<file path="config.mk">
export PLATFORM = sky130hd
export DESIGN_NAME = writeback_unit
export DESIGN_NICKNAME = d
export VERILOG_FILES = /design/src/rtl/writeback_unit.sv
export SDC_FILE = /design/constraint.sdc
export NUM_CORES = 1
export LEC_CHECK = 0
export ABC_CLOCK_PERIOD_IN_PS = 18000
export CORE_ASPECT_RATIO = 1.75
export CORE_MARGIN = 4
export CORE_UTILIZATION = 35
export CTS_CLUSTER_DIAMETER = 50
export CTS_CLUSTER_SIZE = 8
export DETAILED_ROUTE_END_ITERATION = 7
export PLACE_DENSITY_LB_ADDON = 0.08
export SKIP_LAST_GASP = 1
export SYNTH_ARGS = -nofsm -noshare
export SYNTH_HDL_FRONTEND = slang
export SYNTH_SLANG_ARGS = --single-unit
</file>
<file path="constraint.sdc">
create_clock -name clk -period 18 [get_ports clk]
set_input_delay 1.8 -clock clk [delete_from_list [all_inputs] [get_ports clk]]
set_output_delay 1.8 -clock clk [all_outputs]
set_load 0.03 [all_outputs]
</file>
<file path="src/rtl/writeback_unit.sv">
// Write-back stage: accepts ALU and load results, extends load data, queues results in a
// small FIFO and writes them to the register file one at a time, waiting for an acknowledge
// after each write. Also keeps a per-register pending-write scoreboard for decode.
// Optional forwarding lookup is built when the macro WB_FORWARD_EN is defined.
module writeback_unit #(
  parameter int unsigned ADDR_WIDTH = 5,
  parameter int unsigned DATA_WIDTH = 64,
  parameter int unsigned FIFO_DEPTH = 4
) (
  input  logic                  clk,
  input  logic                  reset,
  input  logic                  alu_valid,
  output logic                  alu_ready,
  input  logic [ADDR_WIDTH-1:0] alu_rd,
  input  logic [DATA_WIDTH-1:0] alu_data,
  input  logic                  mem_valid,
  output logic                  mem_ready,
  input  logic [ADDR_WIDTH-1:0] mem_rd,
  input  logic [DATA_WIDTH-1:0] mem_data,
  input  logic [2:0]            mem_funct3,
  input  logic                  issue_valid,
  input  logic [ADDR_WIDTH-1:0] issue_rd,
  output logic                  issue_ready,
  output logic [31:0]           busy,
  output logic                  rf_write_enable,
  output logic [ADDR_WIDTH-1:0] rf_write_addr,
  output logic [DATA_WIDTH-1:0] rf_write_data,
  input  logic                  rf_write_complete,
  input  logic [ADDR_WIDTH-1:0] fwd_addr,
  output logic                  fwd_hit,
  output logic [DATA_WIDTH-1:0] fwd_data
);

  localparam int unsigned PtrW    = (FIFO_DEPTH > 1) ? $clog2(FIFO_DEPTH) : 1;
  localparam int unsigned CntW    = PtrW + 1;
  localparam int unsigned NumRegs = 1 << ADDR_WIDTH;

  typedef enum logic [1:0] {StIdle, StWrite, StWait} state_e;

  state_e                state_q, state_d;
  logic [ADDR_WIDTH-1:0] fifo_addr_q [FIFO_DEPTH];
  logic [DATA_WIDTH-1:0] fifo_data_q [FIFO_DEPTH];
  logic [PtrW-1:0]       wr_ptr_q, rd_ptr_q, alu_slot;
  logic [CntW-1:0]       count_q, count_d;
  logic [DATA_WIDTH-1:0] mem_ext;
  logic                  push_mem, push_alu, pop, fifo_empty, ack_dec, issue_inc;
  logic                  rf_we_q, rf_we_d;
  logic [ADDR_WIDTH-1:0] rf_addr_q, rf_addr_d;
  logic [DATA_WIDTH-1:0] rf_data_q, rf_data_d;
  logic [2:0]            cnt_q [NumRegs];
  logic [2:0]            cnt_d [NumRegs];

  // Load data extension selected by the load type
  always_comb begin
    case (mem_funct3)
      3'b000:  mem_ext = {{(DATA_WIDTH-8){mem_data[7]}}, mem_data[7:0]};
      3'b001:  mem_ext = {{(DATA_WIDTH-16){mem_data[15]}}, mem_data[15:0]};
      3'b010:  mem_ext = {{(DATA_WIDTH-32){mem_data[31]}}, mem_data[31:0]};
      3'b100:  mem_ext = {{(DATA_WIDTH-8){1'b0}}, mem_data[7:0]};
      3'b101:  mem_ext = {{(DATA_WIDTH-16){1'b0}}, mem_data[15:0]};
      3'b110:  mem_ext = {{(DATA_WIDTH-32){1'b0}}, mem_data[31:0]};
      default: mem_ext = mem_data;
    endcase
  end

  // Readies look only at the current occupancy; a pop this cycle does not free a slot yet
  assign fifo_empty = (count_q == '0);
  assign mem_ready  = (count_q != CntW'(FIFO_DEPTH));
  assign alu_ready  = (count_q <= CntW'(FIFO_DEPTH - 2)) || (mem_ready && !mem_valid);

  // rd=0 results are accepted but never stored
  assign push_mem = mem_valid && mem_ready && (mem_rd != '0);
  assign push_alu = alu_valid && alu_ready && (alu_rd != '0);
  assign alu_slot = wr_ptr_q + PtrW'(push_mem);
  assign count_d  = count_q + CntW'(push_mem) + CntW'(push_alu) - CntW'(pop);

  // Queue storage: load entry first, ALU entry behind it
  always_ff @(posedge clk) begin
    if (push_mem) begin
      fifo_addr_q[wr_ptr_q] <= mem_rd;
      fifo_data_q[wr_ptr_q] <= mem_ext;
    end
    if (push_alu) begin
      fifo_addr_q[alu_slot] <= alu_rd;
      fifo_data_q[alu_slot] <= alu_data;
    end
  end

  // Queue pointers and occupancy
  always_ff @(posedge clk) begin
    if (reset) begin
      wr_ptr_q <= '0;
      rd_ptr_q <= '0;
      count_q  <= '0;
    end else begin
      wr_ptr_q <= wr_ptr_q + PtrW'(push_mem) + PtrW'(push_alu);
      rd_ptr_q <= rd_ptr_q + PtrW'(pop);
      count_q  <= count_d;
    end
  end

  // Write FSM state and registered write-port outputs
  always_ff @(posedge clk) begin
    if (reset) begin
      state_q   <= StIdle;
      rf_we_q   <= 1'b0;
      rf_addr_q <= '0;
      rf_data_q <= '0;
    end else begin
      state_q   <= state_d;
      rf_we_q   <= rf_we_d;
      rf_addr_q <= rf_addr_d;
      rf_data_q <= rf_data_d;
    end
  end

  // Write FSM next state
  always_comb begin
    state_d = state_q;
    unique case (state_q)
      StIdle:  if (!fifo_empty) state_d = StWrite;
      StWrite: state_d = StWait;
      StWait:  if (rf_write_complete) state_d = fifo_empty ? StIdle : StWrite;
      default: state_d = StIdle;
    endcase
  end

  // Write FSM outputs: entering WRITE pops the head into the write-port registers
  always_comb begin
    pop       = (state_d == StWrite);
    rf_we_d   = pop;
    rf_addr_d = rf_addr_q;
    rf_data_d = rf_data_q;
    if (pop) begin
      rf_addr_d = fifo_addr_q[rd_ptr_q];
      rf_data_d = fifo_data_q[rd_ptr_q];
    end
  end

  assign rf_write_enable = rf_we_q;
  assign rf_write_addr   = rf_addr_q;
  assign rf_write_data   = rf_data_q;

  // Scoreboard: rf_write_addr still holds the address of the write being acknowledged
  assign ack_dec     = (state_q == StWait) && rf_write_complete;
  assign issue_ready = (cnt_q[issue_rd] != 3'd7);
  assign issue_inc   = issue_valid && issue_ready && (issue_rd != '0);

  // Scoreboard next counts; decrement never wraps below zero
  always_comb begin
    for (int r = 0; r < int'(NumRegs); r++) begin
      logic inc_r, dec_r;
      inc_r    = issue_inc && (issue_rd == ADDR_WIDTH'(r));
      dec_r    = ack_dec && (rf_addr_q == ADDR_WIDTH'(r));
      cnt_d[r] = cnt_q[r];
      if (inc_r && !dec_r) begin
        cnt_d[r] = cnt_q[r] + 3'd1;
      end else if (dec_r && !inc_r && (cnt_q[r] != 3'd0)) begin
        cnt_d[r] = cnt_q[r] - 3'd1;
      end
    end
  end

  // Scoreboard counters
  always_ff @(posedge clk) begin
    for (int r = 0; r < int'(NumRegs); r++) begin
      if (reset) cnt_q[r] <= 3'd0;
      else       cnt_q[r] <= cnt_d[r];
    end
  end

  // Busy vector; x0 never reports a pending write
  always_comb begin
    busy = '0;
    for (int r = 1; r < 32; r++) begin
      if (r < int'(NumRegs)) busy[r] = (cnt_q[r] != 3'd0);
    end
  end

`ifdef WB_FORWARD_EN
  // Forwarding: in-flight write is oldest, later FIFO entries override it
  always_comb begin
    logic [PtrW-1:0] idx;
    idx      = '0;
    fwd_hit  = 1'b0;
    fwd_data = '0;
    if (fwd_addr != '0) begin
      if ((state_q != StIdle) && (rf_addr_q == fwd_addr)) begin
        fwd_hit  = 1'b1;
        fwd_data = rf_data_q;
      end
      for (int i = 0; i < int'(FIFO_DEPTH); i++) begin
        idx = rd_ptr_q + PtrW'(i);
        if ((CntW'(i) < count_q) && (fifo_addr_q[idx] == fwd_addr)) begin
          fwd_hit  = 1'b1;
          fwd_data = fifo_data_q[idx];
        end
      end
    end
  end
`else
  assign fwd_hit  = 1'b0;
  assign fwd_data = '0;
  logic unused_fwd_addr;
  assign unused_fwd_addr = ^fwd_addr;
`endif

endmodule

</file>
# --- Word-level counts from Yosys, hierarchy flattened ---
# Memory sizes are Yosys's and may differ from the RTL's. A register that Yosys moved wholly into a read port is not among the register bits.
# Index checks and enable logic that the tools add are counted.
# Widths: inputs -> output; s select.
op_classes:
  n_addsub: 70
  n_bitwise: 32
  reduce_logical: 274
  order_cmp: 1
  mux: 108
  n_eq_ne: 72
ops:
  columns: ["cell", "n"]
  rows:
  - ["$pmux 64 s6", 1]
  - ["$mux 3", 96]
  - ["$logic_and 1x1->1", 168]
  - ["$eq 5x5->1 const B", 32]
  - ["$add 3x1->3 const B", 32]
  - ["$reduce_bool 3->1", 32]
  - ["$sub 3x1->3 const B", 32]
  - ["$eq 5x4->1 const B", 16]
  - ["$logic_not 1->1", 65]
  - ["$eq 5x3->1 const B", 8]
  - ["$or 1x1->1", 32]
  - ["$eq 5x2->1 const B", 4]
  - ["$reduce_bool 5->1", 3]
  - ["$eq 5x1->1 const B", 2]
  - ["$logic_not 5->1", 2]
  - ["$eq 3x3->1 const B", 3]
  - ["$mux 1", 8]
  - ["$add 2x1->2", 3]
  - ["$add 3x1->3", 2]
  - ["$logic_not 3->1", 2]
  - ["$ne 3x3->1 const B", 2]
  - ["$pmux 2 s3", 1]
  - ["$eq 2x1->1 const B", 2]
  - ["$mux 2", 2]
  - ["7 further kinds", 7]
word_totals:
  mem_bits_rw: 372
  register_bits: 10
  out_inout_bits: 170
  mem_count: 3
memory_table:
  columns: ["name", "words", "width", "rd", "rd_clocked_by_memory_dff", "write_ports", "line", "text"]
  rows:
  - ["fifo_data_q", 4, 64, 1, 1, 2, "42", "logic [DATA_WIDTH-1:0] fifo_data_q [FIFO_DEPTH];"]
  - ["cnt_q", 32, 3, 33, 0, 32, "50", "logic [2:0] cnt_q [NumRegs];"]
  - ["fifo_addr_q", 4, 5, 1, 1, 2, "41", "logic [ADDR_WIDTH-1:0] fifo_addr_q [FIFO_DEPTH];"]

# --- Longest topological paths before layout ---
# An unclocked memory read counts as a cell.
depth:
  depth_word: 11
  mapped_depth: 14
  ltp_nobuf: 11

# --- Worst setup path after synthesis ---
# Ideal clock, no wire load.
synth_timing:
  path_type: "input to register"
  startpoint: "in mem_rd[2]"
  endpoint: "mem fifo_addr_q[0][0] (enable)"
  t_arrival_ps: 7151
  n_path_buf: 0
  required_ps: 17401
  stages: 3
  path_slack_ps: 10250
  cell_sequence: "or4_1 > o211ai_1 > o31ai_1"
synth_lines:
  columns: ["element", "line", "text"]
  rows:
  - ["start: declaration", "18", "input logic [ADDR_WIDTH-1:0] mem_rd,"]
  - ["end: declaration", "41", null]

# --- Worst setup path in the final report ---
layout_timing:
  startpoint: "in issue_rd[1]"
  endpoint: "out issue_ready"
layout_between:
  elab_chain_len: 2
layout_lines:
  columns: ["element", "line", "text"]
  rows:
  - ["start: declaration", "22", "input logic [ADDR_WIDTH-1:0] issue_rd,"]
  - ["$mem_v2 32x3", null, null]
  - ["$ne 3x3->1", "146", "assign issue_ready = (cnt_q[issue_rd] != 3'd7);"]
  - ["end: declaration", "23", "output logic issue_ready,"]
# No other way between the ends.

==> impl_metrics.toml <==
[power_and_ir_drop]
peakVddDrop_uv = 82.9
p_per_area_nw_per_um2 = 152
comb_power_share_pct = 33.0
power.leakage_nw = 10.7
swShare_pct = 35.4
switchingPower_mw = 1.58
p_clk_share_pct = 29.5
power_frac_seq_pct = 37.6
intPower_mw = 2.88

[setup_path]
critPathSlowestCell = "clkdlybuf4s50_1"
crit_fanout = 38
cp_cell_sequence = "clkdlybuf4s50_1 > buf_4 > nor2_1 > a221o_1 > a21oi_1 > nor3_4 > o21ai_0 > o21a_1 > clkdlybuf4s50_1"
crit_buf_inv = 3
cpMostUsedCell = "clkdlybuf4s50_1"
cpPeakStageDelay_ps = 670
critPathArrivalTime_ps = 5320
crit_type = "in -> out"
end_kind = "primary output"
cp.required_ps = 16200
crit_family = "buffers and inverters"
worstSetupStartpointType = "input port"

[timing]
clock.fmax_ghz = 0.141
clock_skew_ps = 20.8
hold_viol = 0
final-setup-viol-count = 0
drv_slew = 0
relSlewSlack_pct = 25.4
rsz0062_at_grt = "no"
worst_hold_slack_ps = 452
period_share_pct = 39.5
worstMarginPinSlew_ps = 1120
fin_tns_setup_ps = 0
min_period_ps = 7120

[synth]
async_flop_share_pct = 0
ys_types = 62
syn_area_um2 = 23900
synth-main-ff-cell = "edfxtp_1"
synth.avg_cell_area_um2 = 10.3
synth_enable_flop_cells = 276
ys_ff_latch = 451
ys_seq_area_share_pct = 49.2
ys_warn_count = 0
synthCells = 2334

[final_layout]
syn2layout_area_growth_pct = 22.4
layout-drive-gt1-share_pct = 12.2
fin_nets = 2743
fin_area_um2 = 29300
final_cell_mix = "361 x nor2_1, 361 x a21oi_1, 276 x edfxtp_1"
fillers = 6419
final_util_pct = 43.3

[cts]
insertion_delay_ps = 610
clkSinkCount = 451
clockRootBuffer = "clkbuf_16"
numCtsBuffers = 70
hold_buffers = 0
postCtsSetupBuffers = 0
cts_resized = 0
cts_tree = "yes"
htree_levels = 3
cts_max_path_buffers = 3
clk_pin_slew_ps = 50

[global_routing]
grt_pass1_vias = 18523
track_usage_pct = 20.3
grt-ovfl-total = 0
antenna_found_initial = 11
grt_pass1_wl_mm = 113
grt_max_degree = 92

[flow_run]
cap_violations = 0

[floorplan]
row_count = 126
die_h_um = 354
die_w_um = 206
start_util_pct = 35.4
coreArea_um2 = 67600
dieArea_um2 = 72800
io_pins = 327

[route]
drt_pass1_iterations = 5
drc = 0
drt_iter0_drc = 1137
routed_wirelength_mm = 75.3
antenna_left = 0
via_count = 18101
wire_per_inst_um = 21.5
vias_per_cell = 5.17

[place]
dp_hpwl_mm = 48.3
io_buffers = 255
placedInstanceArea_um2 = 27100
gp_congestion = 0.813

[status]
status = "completed"

[min_path]
hp-class = "reg -> reg"
-- cell families (layout without fill, tap and decap cells) --
group	count (synthesis)	in the layout	share of synthesized area, %
compound gates	443	443	10.4
xor+xnor	59	59	2.16
fa+ha+maj	40	40	3.12
buf+inv	272	473	5.48
flops	451	451	49.2
mux	232	232	14.4
other cells	1	72	0.0157
simple gates	836	836	15.2
-- power groups by stage --
stage / Sequential, mW / Clock (mW) / Combinational, mW
after floorplan: 1.78 / 0 / 0.839
after global placement: 1.69 / 0 / 1.49
after detailed placement: 1.70 / 0 / 1.50
after CTS: 1.69 / 1.36 / 1.51
after global routing: 1.71 / 1.40 / 1.60
final: 1.68 / 1.32 / 1.47
-- per-layer routing --
layer | up-vias | global-route usage (%) | wire, µm
met5 | - | 0 | 86
li1 | 8559 | - | -
met3 | 137 | 4.76 | 4740
met4 | 12 | 7.04 | 2260
met1 | 8835 | 22.9 | 28300
met2 | 558 | 37.2 | 39900
-- flip-flops by register name (all words and copies together), names as in the netlist --
signal / flops
state_q: 2
rf_write_addr: 5
cnt_q: 96
fifo_addr_q: 20
rf_write_enable: 1
wr_ptr_q: 2
rf_write_data: 64
count_q: 3
rd_ptr_q: 2
fifo_data_q: 256
-- tightest hold or removal path: stages (launching register included) --
cell and delay [ps]:
dfxtp_1 300, nand2_1 50, a21oi_1 50
-- per-stage QoR --
stage	instances	worst slack, ps	total power, mW
6_report	3502	10880	4.47
5_1_grt	3497	10760	4.71
4_1_cts	3496	10870	4.55
3_5_place_dp	3370	10870	3.21
3_3_place_gp	3370	10890	3.18
2_1_floorplan	2399	10250	2.62
-- area by class of cell --
class / count / area, µm² / area share, %
repair buffers: 279 / 2730 / 9.33
clock buffers: 114 / 1990 / 6.79
clock inverters: 12 / 225 / 0.769
flip-flops and latches: 451 / 11800 / 40.3
diodes: 6 / 15.0 / 0.0512
inverters: 68 / 255 / 0.871
multi-input cells: 1676 / 11200 / 38.1
well taps: 896 / 1120 / 3.83
-- cell usage after synthesis (2+ instances only) --
master | count | share of area, %
and2_1 | 4 | 0.10
inv_2 | 2 | 0.031
clkbuf_1 | 109 | 1.7
edfxtp_1 | 276 | 35
nor2_1 | 362 | 5.7
o21ai_1 | 4 | 0.084
mux2i_1 | 60 | 2.5
a22oi_1 | 3 | 0.094
o21a_1 | 9 | 0.28
mux4_2 | 80 | 7.5
mux2_2 | 90 | 4.2
o211ai_1 | 13 | 0.41
nand4_1 | 2 | 0.052
xor2_1 | 22 | 0.80
nor3_1 | 43 | 0.90
a32oi_1 | 4 | 0.15
buf_6 | 5 | 0.24
inv_1 | 65 | 1.0
xnor2_1 | 37 | 1.4
nor2b_1 | 49 | 1.3
nand3b_1 | 3 | 0.094
nor3b_1 | 5 | 0.16
o32ai_1 | 18 | 0.66
buf_1 | 21 | 0.33
or3_1 | 32 | 0.84
buf_4 | 67 | 2.1
nand2b_1 | 30 | 0.78
o21ai_2 | 3 | 0.11
a21oi_1 | 361 | 7.5
nand3_1 | 26 | 0.54
ha_1 | 7 | 0.37
buf_2 | 2 | 0.042
dfxtp_1 | 175 | 15
and3b_1 | 4 | 0.15
o21ai_0 | 8 | 0.17
a31oi_1 | 4 | 0.10
fa_1 | 33 | 2.8
nand4b_1 | 2 | 0.073
o211ai_2 | 6 | 0.31
or2_2 | 5 | 0.13
nand2_1 | 262 | 4.1
-- final timing paths --
check             cells after the start  slack (ps)                  to              start
hold / removal                        2         450   rf_write_data[19]  rf_write_data[19]
setup reg to reg                      9       13510  fifo_data_q[1][15]         count_q[2]
hold reg to reg                       2         450   rf_write_data[19]  rf_write_data[19]
setup / recovery                      9       10880         issue_ready        issue_rd[1]
(Power assumes the default switching activity.)
